$ cat src/rtl/add_sub_seq_ctrl_if.sv
// Request/result bundle for add_sub_seq_ctrl. The overflow_out signal exists only when
// OVERFLOW_FLAG_EN is defined.
interface add_sub_seq_ctrl_if #(
  parameter int unsigned W = 16
);
  logic         in_valid_in;
  logic         in_ready_out;
  logic [W-1:0] a_in;
  logic [W-1:0] b_in;
  logic         control_in;
  logic         out_valid_out;
  logic         out_ready_in;
  logic [W-1:0] result_out;
  logic         carry_out;
  logic         busy_out;
`ifdef OVERFLOW_FLAG_EN
  logic         overflow_out;

  modport master (
    output in_valid_in, a_in, b_in, control_in, out_ready_in,
    input  in_ready_out, out_valid_out, result_out, carry_out, busy_out, overflow_out
  );
  modport slave (
    input  in_valid_in, a_in, b_in, control_in, out_ready_in,
    output in_ready_out, out_valid_out, result_out, carry_out, busy_out, overflow_out
  );
`else
  modport master (
    output in_valid_in, a_in, b_in, control_in, out_ready_in,
    input  in_ready_out, out_valid_out, result_out, carry_out, busy_out
  );
  modport slave (
    input  in_valid_in, a_in, b_in, control_in, out_ready_in,
    output in_ready_out, out_valid_out, result_out, carry_out, busy_out
  );
`endif
endinterface

$ cat src/rtl/add_sub_seq_ctrl.sv
// Wide add/sub built from one DATA_SIZE-bit slice reused over NUM_WORDS cycles, LSW first.
// Optional OVERFLOW_FLAG_EN adds a signed-overflow flag held with the result.
module add_sub_seq_ctrl #(
  parameter int unsigned DATA_SIZE = 4,
  parameter int unsigned NUM_WORDS = 4,
  parameter int unsigned IDX_W     = 2
) (
  input logic            clk_in,
  input logic            rst_in,
  add_sub_seq_ctrl_if.slave bus
);
  localparam int unsigned W = DATA_SIZE * NUM_WORDS;

  typedef enum logic [1:0] {StIdle, StRun, StDone} state_e;

  state_e               state_q, state_d;
  logic [W-1:0]         a_q, a_d;
  logic [W-1:0]         b_q, b_d;
  logic                 ctrl_q, ctrl_d;
  logic                 carry_q, carry_d;
  logic [IDX_W-1:0]     idx_q, idx_d;
  logic [W-1:0]         result_q, result_d;
  logic                 cout_q, cout_d;
  logic                 valid_q, valid_d;

  logic [DATA_SIZE-1:0] a_sl, b_sl, b_eff;
  logic [DATA_SIZE:0]   sum;
  logic                 last;

  // Word-select muxes instead of a variable part-select keep index widths explicit.
  always_comb begin
    a_sl = '0;
    b_sl = '0;
    for (int i = 0; i < int'(NUM_WORDS); i++) begin
      if (idx_q == IDX_W'(i)) begin
        a_sl = a_q[i*DATA_SIZE +: DATA_SIZE];
        b_sl = b_q[i*DATA_SIZE +: DATA_SIZE];
      end
    end
    b_eff = ctrl_q ? ~b_sl : b_sl;
    sum   = {1'b0, a_sl} + {1'b0, b_eff} + {{DATA_SIZE{1'b0}}, carry_q};
    last  = (idx_q == IDX_W'(NUM_WORDS - 1));
  end

`ifdef OVERFLOW_FLAG_EN
  logic ovf_q, ovf_d;
  logic cin_msb;
  // Carry into the slice MSB recovered from its sum bit.
  assign cin_msb = a_sl[DATA_SIZE-1] ^ b_eff[DATA_SIZE-1] ^ sum[DATA_SIZE-1];
  assign bus.overflow_out = ovf_q;
`endif

  always_comb begin
    state_d  = state_q;
    a_d      = a_q;
    b_d      = b_q;
    ctrl_d   = ctrl_q;
    carry_d  = carry_q;
    idx_d    = idx_q;
    result_d = result_q;
    cout_d   = cout_q;
    valid_d  = valid_q;
`ifdef OVERFLOW_FLAG_EN
    ovf_d    = ovf_q;
`endif
    unique case (state_q)
      StIdle: begin
        if (bus.in_valid_in) begin
          a_d      = bus.a_in;
          b_d      = bus.b_in;
          ctrl_d   = bus.control_in;
          carry_d  = bus.control_in;
          idx_d    = '0;
          result_d = '0;
          state_d  = StRun;
        end
      end
      StRun: begin
        for (int i = 0; i < int'(NUM_WORDS); i++) begin
          if (idx_q == IDX_W'(i)) result_d[i*DATA_SIZE +: DATA_SIZE] = sum[DATA_SIZE-1:0];
        end
        carry_d = sum[DATA_SIZE];
        idx_d   = idx_q + IDX_W'(1);
        if (last) begin
          cout_d  = sum[DATA_SIZE];
          valid_d = 1'b1;
`ifdef OVERFLOW_FLAG_EN
          ovf_d   = cin_msb ^ sum[DATA_SIZE];
`endif
          state_d = StDone;
        end
      end
      StDone: begin
        if (bus.out_ready_in) begin
          valid_d = 1'b0;
          state_d = StIdle;
        end
      end
      default: state_d = StIdle;
    endcase
  end

  always_ff @(posedge clk_in) begin
    if (rst_in) begin
      state_q  <= StIdle;
      a_q      <= '0;
      b_q      <= '0;
      ctrl_q   <= 1'b0;
      carry_q  <= 1'b0;
      idx_q    <= '0;
      result_q <= '0;
      cout_q   <= 1'b0;
      valid_q  <= 1'b0;
`ifdef OVERFLOW_FLAG_EN
      ovf_q    <= 1'b0;
`endif
    end else begin
      state_q  <= state_d;
      a_q      <= a_d;
      b_q      <= b_d;
      ctrl_q   <= ctrl_d;
      carry_q  <= carry_d;
      idx_q    <= idx_d;
      result_q <= result_d;
      cout_q   <= cout_d;
      valid_q  <= valid_d;
`ifdef OVERFLOW_FLAG_EN
      ovf_q    <= ovf_d;
`endif
    end
  end

  assign bus.in_ready_out  = (state_q == StIdle);
  assign bus.busy_out      = (state_q != StIdle);
  assign bus.out_valid_out = valid_q;
  assign bus.result_out    = result_q;
  assign bus.carry_out     = cout_q;

endmodule
$ cat src/flat_wrapper.sv
// flat-port wrapper written by rule: the top's interface ports become plain ports
module add_sub_seq_ctrl_flat 
#(
  parameter int unsigned DATA_SIZE = 4,
  parameter int unsigned NUM_WORDS = 4,
  parameter int unsigned IDX_W     = 2
)
  (clk_in, rst_in, bus_in_valid_in, bus_a_in, bus_b_in, bus_control_in, bus_out_ready_in, bus_in_ready_out, bus_out_valid_out, bus_result_out, bus_carry_out, bus_busy_out);
  add_sub_seq_ctrl_if bus_i ();
  input logic clk_in;
  input logic rst_in;
  input wire logic [$bits(bus_i.in_valid_in)-1:0] bus_in_valid_in;
  input wire logic [$bits(bus_i.a_in)-1:0] bus_a_in;
  input wire logic [$bits(bus_i.b_in)-1:0] bus_b_in;
  input wire logic [$bits(bus_i.control_in)-1:0] bus_control_in;
  input wire logic [$bits(bus_i.out_ready_in)-1:0] bus_out_ready_in;
  output wire logic [$bits(bus_i.in_ready_out)-1:0] bus_in_ready_out;
  output wire logic [$bits(bus_i.out_valid_out)-1:0] bus_out_valid_out;
  output wire logic [$bits(bus_i.result_out)-1:0] bus_result_out;
  output wire logic [$bits(bus_i.carry_out)-1:0] bus_carry_out;
  output wire logic [$bits(bus_i.busy_out)-1:0] bus_busy_out;
  assign bus_i.in_valid_in = bus_in_valid_in;
  assign bus_i.a_in = bus_a_in;
  assign bus_i.b_in = bus_b_in;
  assign bus_i.control_in = bus_control_in;
  assign bus_i.out_ready_in = bus_out_ready_in;
  assign bus_in_ready_out = bus_i.in_ready_out;
  assign bus_out_valid_out = bus_i.out_valid_out;
  assign bus_result_out = bus_i.result_out;
  assign bus_carry_out = bus_i.carry_out;
  assign bus_busy_out = bus_i.busy_out;
  add_sub_seq_ctrl #(.DATA_SIZE(DATA_SIZE), .NUM_WORDS(NUM_WORDS), .IDX_W(IDX_W)) u_core (.clk_in(clk_in), .rst_in(rst_in), .bus(bus_i));
endmodule
$ cat config.mk
export PLATFORM = sky130hd
export DESIGN_NAME = add_sub_seq_ctrl_flat
export DESIGN_NICKNAME = d
export VERILOG_FILES = /design/src/rtl/add_sub_seq_ctrl_if.sv /design/src/rtl/add_sub_seq_ctrl.sv /design/src/flat_wrapper.sv
export SDC_FILE = /design/constraint.sdc
export NUM_CORES = 1
export LEC_CHECK = 0
export ABC_AREA = 0
export ABC_CLOCK_PERIOD_IN_PS = 4000
export CAP_MARGIN = 5
export CORE_ASPECT_RATIO = 0.6
export CORE_MARGIN = 8
export CORE_UTILIZATION = 45
export CTS_CLUSTER_SIZE = 10
export DETAILED_ROUTE_END_ITERATION = 6
export PLACE_DENSITY = 0.72
export SYNTH_ARGS = -nofsm -noshare
export SYNTH_HDL_FRONTEND = slang
export SYNTH_SLANG_ARGS = --single-unit
export TNS_END_PERCENT = 50
$ cat constraint.sdc
create_clock -name clk_in -period 4 [get_ports clk_in]
set_clock_uncertainty 0.2 [all_clocks]
set_input_delay 1 -clock clk_in [delete_from_list [all_inputs] [get_ports clk_in]]
set_output_delay 1 -clock clk_in [all_outputs]
set_load 0.01 [all_outputs]
== Yosys cells after proc, flatten, opt, wreduce, memory -nomap -nowiden ==
Index checks and enable logic that the tools add are counted.

* Output and inout port bits: 20
* Bits in registers: 56

* Reductions and logical operators: 14
* Bitwise logic cells: 1
* Muxes and demuxes: 26
* Add/sub/neg operators: 3
* Eq/ne operators: 11

{| class="wikitable"
|+ Operator list
! cell !! count
|-
| $mux 4 || 13
|-
| $pmux 16 s2 || 1
|-
| $reduce_and 3->1 || 6
|-
| $mux 16 || 1
|-
| $mux 2 || 4
|-
| $ne 2x1->1 const B || 4
|-
| $eq 2x2->1 const B || 3
|-
| $pmux 2 s3 || 1
|-
| $reduce_and 2->1 || 3
|-
| $reduce_bool 2->1 || 3
|-
| $add 4x4->5 || 1
|-
| $add 5x1->5 || 1
|-
| $eq 2x1->1 const B || 2
|-
| $logic_not 2->1 || 2
|-
| $ne 2x2->1 const B || 2
|-
| $not 4->4 || 1
|-
| $pmux 1 s2 || 2
|-
| $pmux 2 s2 || 1
|-
| $mux 1 || 3
|-
| $add 2x1->2 const B || 1
|}

== Depth between registers and ports, before layout ==
Gate-level depths: netlist (run 1).

* Word-level depth: 11
* Depth in mapped cells: 14

== Least setup slack after synthesis (run 1) ==
OpenSTA, ideal clock, no wires.

* Kind: reg-to-reg
* From: register u_core.idx_q[0]
* To: register u_core.carry_q
* Path slack: 1184 ps
* Period minus slack after synthesis: 2816 ps
* Stages on the path, launching flop included: 15
* Data required time: 3668 ps
* Data arrival time: 2483 ps
* Library setup time: 132 ps
* Path buffers: 1
* Path through: dfxtp_1 -> inv_1 -> ha_1 -> buf_2 -> nor2_1 -> o211ai_1 -> nand2_1 -> xor2_1 -> fa_1 -> inv_1 -> fa_1 -> a21o_1 -> a21oi_1 -> nand2b_1 -> a21oi_1

* Longest elaborated chain between the ends: 10
* Elaborated cells between the ends (all ways): 17
* Those cells by class: 2 x add/sub; 3 x eq/ne; 10 x mux; 1 x bitwise; 1 x reduce/logical

{| class="wikitable"
|+ Ends and longest elaborated chain
! element !! line !! RTL
|-
| start, declared || add_sub_seq_ctrl.sv:21 || <nowiki>logic [IDX_W-1:0] idx_q, idx_d;</nowiki>
|-
| start signal, assigned || add_sub_seq_ctrl.sv:123 || <nowiki>idx_q <= idx_d;</nowiki>
|-
| $logic_not 2->1 || add_sub_seq_ctrl.sv:35 || <nowiki>if (idx_q == IDX_W'(i)) begin</nowiki>
|-
| $mux 4 (4 in series) || add_sub_seq_ctrl.sv:35 ||
|-
| $not 4->4 || add_sub_seq_ctrl.sv:40 || <nowiki>b_eff = ctrl_q ? ~b_sl : b_sl;</nowiki>
|-
| $mux 4 || add_sub_seq_ctrl.sv:40 ||
|-
| $add 4x4->5 (*) || add_sub_seq_ctrl.sv:41 || <nowiki>sum = {1'b0, a_sl} + {1'b0, b_eff} + {{DATA_SIZE{1'b0}}, carry_q};</nowiki>
|-
| $add 5x1->5 (*) || add_sub_seq_ctrl.sv:41 ||
|-
| $pmux 1 s2 (*) || add_sub_seq_ctrl.sv:66 || <nowiki>unique case (state_q)</nowiki>
|-
| end signal, assigned || add_sub_seq_ctrl.sv:122 || <nowiki>carry_q <= carry_d;</nowiki>
|-
| end, declared || add_sub_seq_ctrl.sv:20 || <nowiki>logic carry_q, carry_d;</nowiki>
|}

Every way passes the cells marked *; elsewhere a longest branch is shown, timed or not.
A chain may end at the register's enable or synchronous reset.

== Worst setup path after layout (run 1) ==
Same ends and word-level chain as after synthesis.

==> results of run 1 <==
==> where the power goes <==
| group | switching, mW | leakage (nW) | internal [mW] | total [mW] |
|---|---|---|---|---|
| sequential | 0.0207 | 0.457 | 0.586 | 0.607 |
| clock | 0.171 | 0.0400 | 0.119 | 0.290 |
| combinational | 0.112 | 0.722 | 0.104 | 0.215 |
==> synth_stat cells (2+ instances only) <==
| library cell | number |
|---|---|
| a21o_1 | 2 |
| ha_1 | 7 |
| xor2_1 | 2 |
| a22oi_1 | 2 |
| fa_1 | 2 |
| nand2_1 | 97 |
| nor2b_1 | 6 |
| a21oi_1 | 47 |
| o32ai_1 | 4 |
| buf_2 | 15 |
| o21ai_0 | 9 |
| inv_1 | 10 |
| nand3b_1 | 7 |
| mux2i_1 | 12 |
| a21oi_4 | 4 |
| nor2_1 | 20 |
| dfxtp_1 | 56 |
| xnor2_1 | 4 |
| clkbuf_1 | 6 |
| o211ai_1 | 4 |
| nand2b_1 | 3 |
==> layout by cell type, fill, tap and decap left out, types with 3 or more instances in the layout <==
master,Yosys,routed
a21oi_1,47,47
mux2i_1,12,12
clkbuf_8,0,5
nand2b_1,3,3
ha_1,7,7
xnor2_1,4,4
o32ai_1,4,4
clkdlybuf4s50_1,0,55
nand3b_1,7,7
nand2_1,97,97
buf_4,1,4
dfxtp_1,56,56
inv_1,10,10
o21ai_0,9,9
o211ai_1,4,4
a21oi_4,4,4
nor2_1,20,20
nor2b_1,6,6
==> flip-flops by register name, summed over array words and instances, names as in the netlist <==
| register | count |
|---|---|
| u_core.a_q | 16 |
| u_core.b_q | 16 |
| u_core.bus.carry_out | 1 |
| u_core.bus.out_valid_out | 1 |
| u_core.bus.result_out | 16 |
| u_core.carry_q | 1 |
| u_core.ctrl_q | 1 |
| u_core.idx_q | 2 |
| u_core.state_q | 2 |
==> layer usage <==
| metal | routed length, um | part of all wire (%) | up-vias | GRT usage (%) |
|---|---|---|---|---|
| met1 | 3320 | 52 | 1043 | 20.8 |
| met3 | 447 | 7.0 | 2 | 4.24 |
| met4 | 27 | 0.42 | 0 | 3.90 |
| met2 | 2560 | 40 | 60 | 22.7 |
| met5 | 0 | 0 | - | 0 |
| li1 | - | - | 1176 | - |
==> metrics by stage <==
step | hold WS [ns] | cell area (um2) | std cells | utilization (%)
floorplan | 0.236 | 2630 | 330 | -
global placement | 0.247 | 3220 | 447 | 57.2
detailed placement | 0.248 | 3220 | 447 | 57.2
CTS | 0.262 | 3300 | 454 | 58.7
global route | 0.275 | 3300 | 454 | 58.7
finish | 0.261 | 3300 | 454 | 58.7
==> worst max-delay path by stage <==
stage	startpoint	cells after the start	to	slack (ns)
2_1_floorplan	u_core.idx_q[0]	14	u_core.carry_q	1.18
3_3_place_gp	u_core.idx_q[0]	13	u_core.carry_q	0.91
3_5_place_dp	u_core.idx_q[0]	13	u_core.carry_q	0.83
4_1_cts	u_core.idx_q[0]	13	u_core.carry_q	0.80
5_1_grt	u_core.idx_q[0]	13	u_core.carry_q	0.48
6_report	u_core.idx_q[0]	13	u_core.carry_q	0.77
==> layout make-up <==
class	count	area [um2]	area share, %
clock buffers	5	68.8	2.09
clock inverters	2	12.5	0.379
inverters	10	37.5	1.14
multi-input cells	241	1370	41.6
flip-flops and latches	56	1120	34.0
well taps	80	100	3.03
repair buffers	60	586	17.8
==> cell families after synthesis <==
| group | after synthesis | synth area share (%) |
|---|---|---|
| AOI/OAI and AO/OA | 77 | 18.2 |
| adders and majority gates | 9 | 4.85 |
| xor gates and xnor gates | 6 | 2.00 |
| buffers and inverters | 33 | 5.56 |
| and+or+nand+nor | 137 | 22.2 |
| muxes | 12 | 4.56 |
| DFF | 56 | 42.6 |
==> worst max-delay path: stages (launching register included) <==
cell and delay (ns):
dfxtp_1 0.42, inv_1 0.09, ha_1 0.38, nor2_1 0.28, o211ai_1 0.12, nand2_1 0.09
xor2_1 0.24, fa_1 0.22, inv_1 0.06, fa_1 0.40, a21o_1 0.17, a21oi_1 0.23
nand2b_1 0.15, a21oi_1 0.06
==> flow_summary_export.csv, run 1 <==
group,metric,value,unit
route,drt_wl_total,6.35,mm
logic_synthesis,synth_area_leaders,"dfxtp_1 (43%), nand2_1 (14%), a21oi_1 (8.9%)",
timing,rsz0062_at_grt,"false",
global_routing,grt_max_degree,36,
route,vias,2281,
logic_synthesis,synth_edf_count,0,
critical_path,regToRegEndpoint,"u_core.carry_q",
timing,slew_headroom,28.5,%
clocking,clkSlewWorstSetupHoldPaths,0.10,ns
route,first_pass_iters,4,
clocking,clock_latency,0.30,ns
critical_path,reg2reg_depth,13,
route,ant_nets,0,
logic_synthesis,synth-seq-area-share,42.6,%
critical_path,required,3.97,ns
cells_and_area,nets,420,
clocking,cts_sinks,56,
clocking,h-tree-depth,2,
power,leakage,1.22,nW
hold_path,hold_depth,2,
logic_synthesis,syn_avg_cell_area,7.98,um2
floorplan,dieArea,0.00864,mm2
timing,fin_setup_tns,0,ns
logic_synthesis,synth.top_cell.area_share,42.6,%
clocking,cts_setup_buffers,0,
route,drt-initial-drc-count,99,
floorplan,fp.coreArea,0.00562,mm2
clocking,post_cts_resized,0,
logic_synthesis,post-synth-top-area-cell,"dfxtp_1",
global_routing,antenna_found_initial,0,
timing,worst_pin_slew,1.07,ns
route,drc,0,
route,vias_per_cell,5.02,
logic_synthesis,synthFlopType,"dfxtp_1",
global_routing,grt_first_pass_wirelength,10.5,mm
route,wire_per_inst,14.0,um
critical_path,crit_type,"reg2reg",
logic_synthesis,async_reset_ff_share,0,%
cells_and_area,antenna_cells,0,
clocking,cts_root_buf,"clkbuf_8",
hold_path,min_from,"u_core.a_q[15]",
critical_path,ff2ff_setup_slack,0.77,ns
placed_design,pre_cts_ws,0.831,ns
global_routing,grt_pass1_vias,2220,
placed_design,hpwl,4.87,mm
logic_synthesis,yosys.cell_types.count,32,
critical_path,start_kind,"register",
timing,post-route-period-util,80.7,%
cells_and_area,fillCellCount,553,
placed_design,globalplace.congestion,0.812,
timing,min_period,3.23,ns
floorplan,rows,21,
floorplan,initial_core_util,46.8,%
clocking,numCtsBuffers,5,
critical_path,worstReg2RegStart,"u_core.idx_q[0]",
critical_path,worstPathMaxFanout,15,
power,power,1.11,mW
clocking,cts_tree,"yes",
logic_synthesis,syn_area,0.00263,mm2
clocking,hold_buffers,0,
floorplan,io_pins,57,
global_routing,track_usage,15.1,%
hold_path,hold_end,"u_core.a_q[15]",
hold_path,hold_class,"reg2reg",
cells_and_area,areaGrowthSynthToFinish,25.2,%
power,max-vdd-ir-drop,0.000173,V
floorplan,die_h,75.3,um
cells_and_area,drive_gt1_share,4.81,%
critical_path,crit_path_end_kind,"register",
timing,maxSlewViolCount,0,
timing,max_freq,310,MHz
logic_synthesis,ys_seq_elements,56,
power,powerDensity,337,mW/mm2
clocking,cts_buffer_depth,2,
timing,setup_viol,0,
flow_run,maxCapViolCount,0,
floorplan,dieWidth,115,um
critical_path,arrival,3.20,ns
global_routing,grt.overflow.total,0,
logic_synthesis,synthCells,330,
placed_design,port_buffers,56,
timing,hold_violations,0,
logic_synthesis,syn_nets,376,
logic_synthesis,yosys_warnings,0,
run_status,status,"complete, no violations",
timing,setup_ws,0.771,ns
(Power assumes the default switching activity.)
==> inputs of run 2 (changes only) <==
ABC_CLOCK_PERIOD_IN_PS = 2800   (was 4000)
PLACE_DENSITY = 0.75   (was 0.72)
clock period = 2.8 ns   (was 4 ns; I/O delays follow)
==> run 2 against run 1 <==
Wire length up 6.0%. Maximum frequency up 16%. Via count is 3.4% higher. Critical path type unchanged. Critical endpoint is now u_core.bus.result_out[2]. Largest cell class unchanged.
==> flow_summary_export.csv, run 2 (synthesis results as in run 1) <==
group,metric,value,unit
global_routing,top_usage_layer,"met2",
critical_path,crit_type,"reg2reg",
floorplan,dieArea,0.00864,mm2
floorplan,initial_core_util,46.8,%
route,drt-initial-drc-count,88,
cells_and_area,drive_gt1_share,14.4,%
timing,min_period,2.77,ns
clocking,cts_root_buf,"clkbuf_8",
flow_run,maxCapViolCount,0,
cells_and_area,areaGrowthSynthToFinish,35.3,%
timing,hold_violations,0,
placed_design,port_buffers,56,
critical_path,crit_path_end_kind,"register",
clocking,cts_buffer_depth,2,
cells_and_area,antenna_cells,0,
power,max-vdd-ir-drop,0.000235,V
global_routing,grt_first_pass_wirelength,10.7,mm
clocking,numCtsBuffers,5,
placed_design,place_inst,467,
clocking,clkSlewWorstSetupHoldPaths,0.10,ns
global_routing,grt.overflow.total,0,
floorplan,io_pins,57,
cells_and_area,nets,442,
placed_design,hpwl,5.02,mm
cells_and_area,layout_common_cells,"nand2_1 (97), clkdlybuf4s50_1 (55), dfxtp_1 (54)",
global_routing,antenna_found_initial,0,
route,wire_per_inst,14.1,um
route,vias,2359,
clocking,hold_buffers,0,
global_routing,grt_pass1_vias,2302,
cells_and_area,multi_input_area,0.00144,mm2
cells_and_area,final_cells,477,
timing,maxSlewViolCount,0,
route,drt_wl_total,6.74,mm
floorplan,dieWidth,115,um
clocking,cts_sinks,56,
timing,worst_pin_slew,0.705,ns
power,powerDensity,480,mW/mm2
global_routing,grt_max_degree,35,
global_routing,grtUsageMet3,4.56,%
clocking,clock_latency,0.31,ns
placed_design,pre_cts_ws,-0.164,ns
clocking,h-tree-depth,2,
timing,setup_ws,0.0251,ns
critical_path,start_kind,"register",
global_routing,grtUsageMet1,20.8,%
critical_path,worstPathMaxFanout,9,
placed_design,globalplace.congestion,0.799,
cells_and_area,ff_latch_area,0.00113,mm2
route,vias_per_cell,4.95,
floorplan,die_h,75.3,um
power,leakage,1.35,nW
global_routing,track_usage,15.5,%
clocking,cts_tree,"yes",
timing,setup_viol,0,
cells_and_area,layout_commonest_cell,"nand2_1",
timing,post-route-period-util,99.1,%
critical_path,arrival,2.76,ns
global_routing,grt_use_met2,24.7,%
floorplan,fp.coreArea,0.00562,mm2
cells_and_area,fillCellCount,502,
floorplan,rows,21,
route,first_pass_iters,4,
hold_path,hold_class,"reg2reg",
critical_path,required,2.79,ns
timing,rsz0062_at_grt,"true",
run_status,status,"complete, no violations",
route,ant_nets,0,
timing,max_freq,360,MHz
timing,slew_headroom,52.9,%
route,drc,0,
-- run 2: cell count changes in the layout (fill, tap and decap cells not counted), sizes merged --
cell,change
clkbuf,+1
inv,+1
buf,+22
clkinvlp,-1
-- run 2: timing repair --
| item | in CTS | in global routing |
|---|---|---|
| setup endpoints to repair | 14 | 14 |
| gates cloned | 0 | 0 |
| hold endpoints to repair | 0 | 0 |
| pin swaps | 0 | 10 |
| resized for setup | 10 | 16 |
| setup buffers | 0 | 2 |
-- run 2: cell type report --
class,instances,share of cell area (%)
multi-input cells,241,40.4
flip-flops and latches,56,31.7
repair buffers,82,21.2
well taps,80,2.81
clock buffers,6,2.32
inverters,10,1.19
clock inverters,2,0.386
-- run 2: path summary, 6_finish.rpt --
check	start	endpoint	slack [ns]	cells past startpoint
setup reg to reg	u_core.idx_q[1]	u_core.bus.result_out[2]	0.03	14
hold / removal	u_core.b_q[15]	u_core.b_q[15]	0.26	2
hold reg to reg	u_core.b_q[15]	u_core.b_q[15]	0.26	2
setup / recovery	u_core.idx_q[1]	u_core.bus.result_out[2]	0.03	14
-- run 2: critical path, stage by stage, from the launching register on --
cell and delay [ns]:
dfxtp_4 0.40, inv_4 0.05, ha_4 0.15, buf_4 0.15, a21oi_1 0.13, o21ai_1 0.07
a22oi_1 0.23, fa_2 0.25, inv_2 0.05, fa_2 0.37, xnor2_1 0.16, nor2_1 0.05
buf_4 0.14, mux2i_1 0.17, nor2_1 0.06
-- run 2: through the flow --
step	setup TNS (ns)	hold WS (ns)	cell area, um2	power [mW]	util, %
floorplan	0	0.236	2640	1.08	-
global placement	-0.0843	0.245	3370	1.22	59.9
detailed placement	-1.28	0.250	3370	1.23	59.9
CTS	-0.00402	0.266	3490	1.70	62.0
global route	-0.567	0.280	3560	1.78	63.4
finish	0	0.263	3560	1.71	63.4
-- run 2: metal layers --
layer / up-vias / routed length (um)
met5: - / 0
met4: 0 / 7
met3: 2 / 447
met2: 52 / 2890
met1: 1084 / 3390
li1: 1221 / -
-- run 2: power breakdown --
| part | total (mW) | switching (mW) | internal [mW] |
|---|---|---|---|
| sequential | 0.869 | 0.0322 | 0.837 |
| combinational | 0.364 | 0.176 | 0.188 |
| clock | 0.477 | 0.273 | 0.203 |
